$ cat src/rtl/sync_fifo_param.sv
// sync_fifo_param: parametrised single-clock FIFO with occupancy count, almost flags,
// synchronous flush and overflow/underflow pulses. Define SYNC_FIFO_FWFT_EN for fall-through reads.
module sync_fifo_param #(
  parameter int WIDTH    = 8,
  parameter int DEPTH    = 16,
  parameter int AF_LEVEL = 14,
  parameter int AE_LEVEL = 2
) (
  input  logic                     clk,
  input  logic                     rst,
  input  logic                     clr,
  input  logic                     wr,
  input  logic [WIDTH-1:0]         din,
  input  logic                     rd,
  output logic [WIDTH-1:0]         dout,
  output logic                     empty,
  output logic                     full,
  output logic                     almost_empty,
  output logic                     almost_full,
  output logic [$clog2(DEPTH):0]   count,
  output logic                     overflow,
  output logic                     underflow
);
  localparam int AW = $clog2(DEPTH);
  localparam int CW = AW + 1;

  logic [WIDTH-1:0] mem [DEPTH];
  logic [AW-1:0]    wptr, rptr;
  logic             wr_ok, rd_ok;

  assign empty        = (count == '0);
  assign full         = (count == CW'(DEPTH));
  assign almost_empty = (count <= CW'(AE_LEVEL));
  assign almost_full  = (count >= CW'(AF_LEVEL));

  // acceptance is decided on pre-edge flags, so a full FIFO still drains on wr+rd
  assign wr_ok = wr & ~full;
  assign rd_ok = rd & ~empty;

  always_ff @(posedge clk or negedge rst) begin
    if (!rst) begin
      wptr      <= '0;
      rptr      <= '0;
      count     <= '0;
      overflow  <= 1'b0;
      underflow <= 1'b0;
    end else if (clr) begin
      wptr      <= '0;
      rptr      <= '0;
      count     <= '0;
      overflow  <= 1'b0;
      underflow <= 1'b0;
    end else begin
      overflow  <= wr & full;
      underflow <= rd & empty;
      if (wr_ok) wptr <= wptr + 1'b1;
      if (rd_ok) rptr <= rptr + 1'b1;
      case ({wr_ok, rd_ok})
        2'b10:   count <= count + 1'b1;
        2'b01:   count <= count - 1'b1;
        default: ;
      endcase
    end
  end

  always_ff @(posedge clk) begin
    if (rst && !clr && wr_ok) mem[wptr] <= din;
  end

`ifdef SYNC_FIFO_FWFT_EN
  assign dout = mem[rptr];
`else
  // registered read port; holds across idle cycles and flushes
  always_ff @(posedge clk or negedge rst) begin
    if (!rst)                dout <= '0;
    else if (!clr && rd_ok)  dout <= mem[rptr];
  end
`endif
endmodule

$ cat config.mk
export PLATFORM = sky130hd
export DESIGN_NAME = sync_fifo_param
export DESIGN_NICKNAME = d
export VERILOG_FILES = /design/src/rtl/sync_fifo_param.sv
export SDC_FILE = /design/constraint.sdc
export NUM_CORES = 1
export LEC_CHECK = 0
export BUFFER_PORTS_ARGS = -buffer_cell sky130_fd_sc_hd__buf_2
export CAP_MARGIN = 0
export CORE_ASPECT_RATIO = 0.75
export CORE_MARGIN = 8
export CORE_UTILIZATION = 60
export DETAILED_ROUTE_END_ITERATION = 12
export GPL_TIMING_DRIVEN = 0
export PLACE_DENSITY = 0.84
export SYNTH_ARGS = -nofsm -noshare
export SYNTH_HDL_FRONTEND = slang
export SYNTH_SLANG_ARGS = --single-unit
$ cat constraint.sdc
create_clock -name clk -period 6.04 [get_ports clk]
set_input_delay 1.812 -clock clk [delete_from_list [all_inputs] [get_ports clk]]
set_output_delay 1.812 -clock clk [all_outputs]
set_load 0.02 [all_outputs]
==> results.tsv <==
metric	value	unit
post_cts_buffers	0	
p_leak	2.45	nW
ys_warn_count	0	
tritoncts	yes	
fin_total_pwr	3.00	mW
finalCritPeriodShare	60.8	%
gp_congestion	0.829	
final_nets	388	
grt-ovfl-total	0	
critPathCaptureType	output port	
core	10200	um2
drt_iter0_drc	451	
ys_ff_latch	151	
cp-start-kind	flop	
path_clk_slew	0.06	ns
r2r_slack	3.20	ns
max_freq	0.272	GHz
worstReg2RegEnd	count[4]	
async_flop_share	15.2	%
pin_count	32	
dp_slack	1.99	ns
detail-route-antenna-nets	0	
finalSetupTns	0	ns
min_to	dout[3]	
final_cell_mix	edfxtp_1 (128), mux4_2 (40), buf_2 (32), nor2_1 (24), dfrtp_1 (23)	
slew_viol_final	0	
port_buffers	29	
required	4.23	ns
grt_util_all_layers	18.9	%
post-route-worst-setup-slack	2.37	ns
post-dp-hpwl	7990	um
grt_max_degree	25	
ys_types	43	
hold_path_class	reg -> reg	
clk_latency	0.42	ns
htree_levels	4	
switching_share	26.7	%
ctsResizeCount	0	
p_int	2.20	mW
cp.arrival	1.86	ns
hold_depth	1	
drtPass1Iterations	6	
reg2reg_depth	11	
p_switching	0.803	mW
finalHoldViolations	0	
multi_input_area	1660	um2
grt_pass1_vias	3286	
seq_power_share	40.8	%
yosysSeqAreaShare	71.4	%
postCtsHoldBufs	0	
antenna_found_initial	0	
synth_edf_count	128	
p_comb_share	23.6	%
cts_buffers	17	
die_area	13900	um2
n_fill_cell	607	
worst_pin_slew	0.944	ns
final_util	70.3	%
grt_first_pass_wirelength	19100	um
cts.sinks	151	
synth_ff_type	edfxtp_1	
vias	3159	
rows	32	
fp.dieH	104	um
final.min_clock_period	3.67	ns
rsz0062_at_grt	no	
start_util	60.9	%
cts_buffer_depth	2	
max_cap_viol_count	0	
yosys-top-cells-area	edfxtp_1 (62%), mux4_2 (15%), dfrtp_1 (9.3%), mux2_2 (1.5%), nor2_1 (1.5%)	
ir_drop	0.000266	V
final-seq-area	4420	um2
fp.dieW	133	um
drive_gt1_share	33.1	%
hp-start	dout[3]	
layout_commonest_cell	edfxtp_1	
diodes	0	
critPathKind	reg -> out	
synth_top_area_share	62.1	%
rr_startpoint	count[1]	
synthCells	320	
critPathMaxFanout	9	
ctsRootBufferMaster	clkbuf_16	
synth_nets	340	
routed_wl	12200	um
area_growth_syn_to_layout	15.4	%
finalSetupViolCount	0	
synth.avg_cell_area	19.3	um2
status	completed	
drc	0	
power_density	420	nW/um2
netlist_area	6190	um2
skew	0.0108	ns
wl_per_cell	23.6	um
drt-vias-per-instance	6.11	
p_clk_share	35.7	%
slew-limit-headroom	36.7	%
yosysTopAreaCell	edfxtp_1	
power by group through the flow:
stage / clock network [mW] / logic, mW / registers [mW]
floorplan: 0 / 0.466 / 1.29
global placement: 0 / 0.692 / 1.24
detailed placement: 0 / 0.711 / 1.25
CTS: 1.08 / 0.714 / 1.22
global route: 1.12 / 0.764 / 1.23
finish: 1.07 / 0.708 / 1.22
stage by stage:
stage	instance area (um2)	std cells	hold slack (ns)
after floorplan	6190	320	0.579
after global placement	6510	485	0.486
after detailed placement	6530	485	0.489
after CTS	7150	517	0.502
after global routing	7150	517	0.516
final	7150	517	0.499
worst max-delay path: stages, from the launching register on:
cell and delay, ns:
dfrtp_1 0.38, buf_6 0.14, nor4_1 0.55, and2_1 0.22, buf_2 0.16
layer usage:
layer  vias to the layer above  GRT usage [%]  share of wire, %  wire length, um
met5                         -              0                 0                0
met4                         0           6.31               1.1              137
met3                         9           7.09               8.9             1090
met2                       144           27.6                48             5910
met1                      1631           25.6                42             5080
li1                       1375              -                 -                -
flip-flops by register name, summed over array words and instances (netlist names):
name	cells
count	5
dout	8
mem	128
overflow	1
rptr	4
underflow	1
wptr	4
worst max-delay path by stage:
stage,start,end,cells past startpoint
global placement,wr,mem[1][7],5
detailed placement,wr,mem[7][6],5
CTS,count[1],empty,5
floorplan,count[2],almost_empty,2
finish,count[1],full,4
global route,wr,mem[1][4],5
final cells by class:
cell class | instances | area share, %
sequential | 151 | 61.8
multi-input combinational | 146 | 23.2
clock buffer | 26 | 7.88
tap | 136 | 2.38
timing repair buffer | 29 | 2.03
buffer | 20 | 1.73
clock inverter | 6 | 0.788
inverter | 3 | 0.158
cell usage after synthesis, types with 3 or more instances:
library cell / instances
inv_1: 3
dfrtp_1: 23
buf_1: 3
nor2_1: 24
xor2_1: 4
mux4_2: 40
nand2_1: 10
edfxtp_1: 128
nor2b_1: 3
a21oi_1: 7
buf_2: 3
ha_1: 7
clkbuf_1: 7
nor3_1: 4
xnor2_1: 4
mux2_2: 8
nand2b_1: 5
buf_6: 5
logic make-up after synthesis:
logic type	synth area share [%]
compound gates	2.85
xor+xnor	1.13
fa+ha+maj	1.41
buf+inv	2.18
flops	71.4
mux	16.5
simple gates	4.53
No activity file was read; power rests on OpenSTA's default activity.
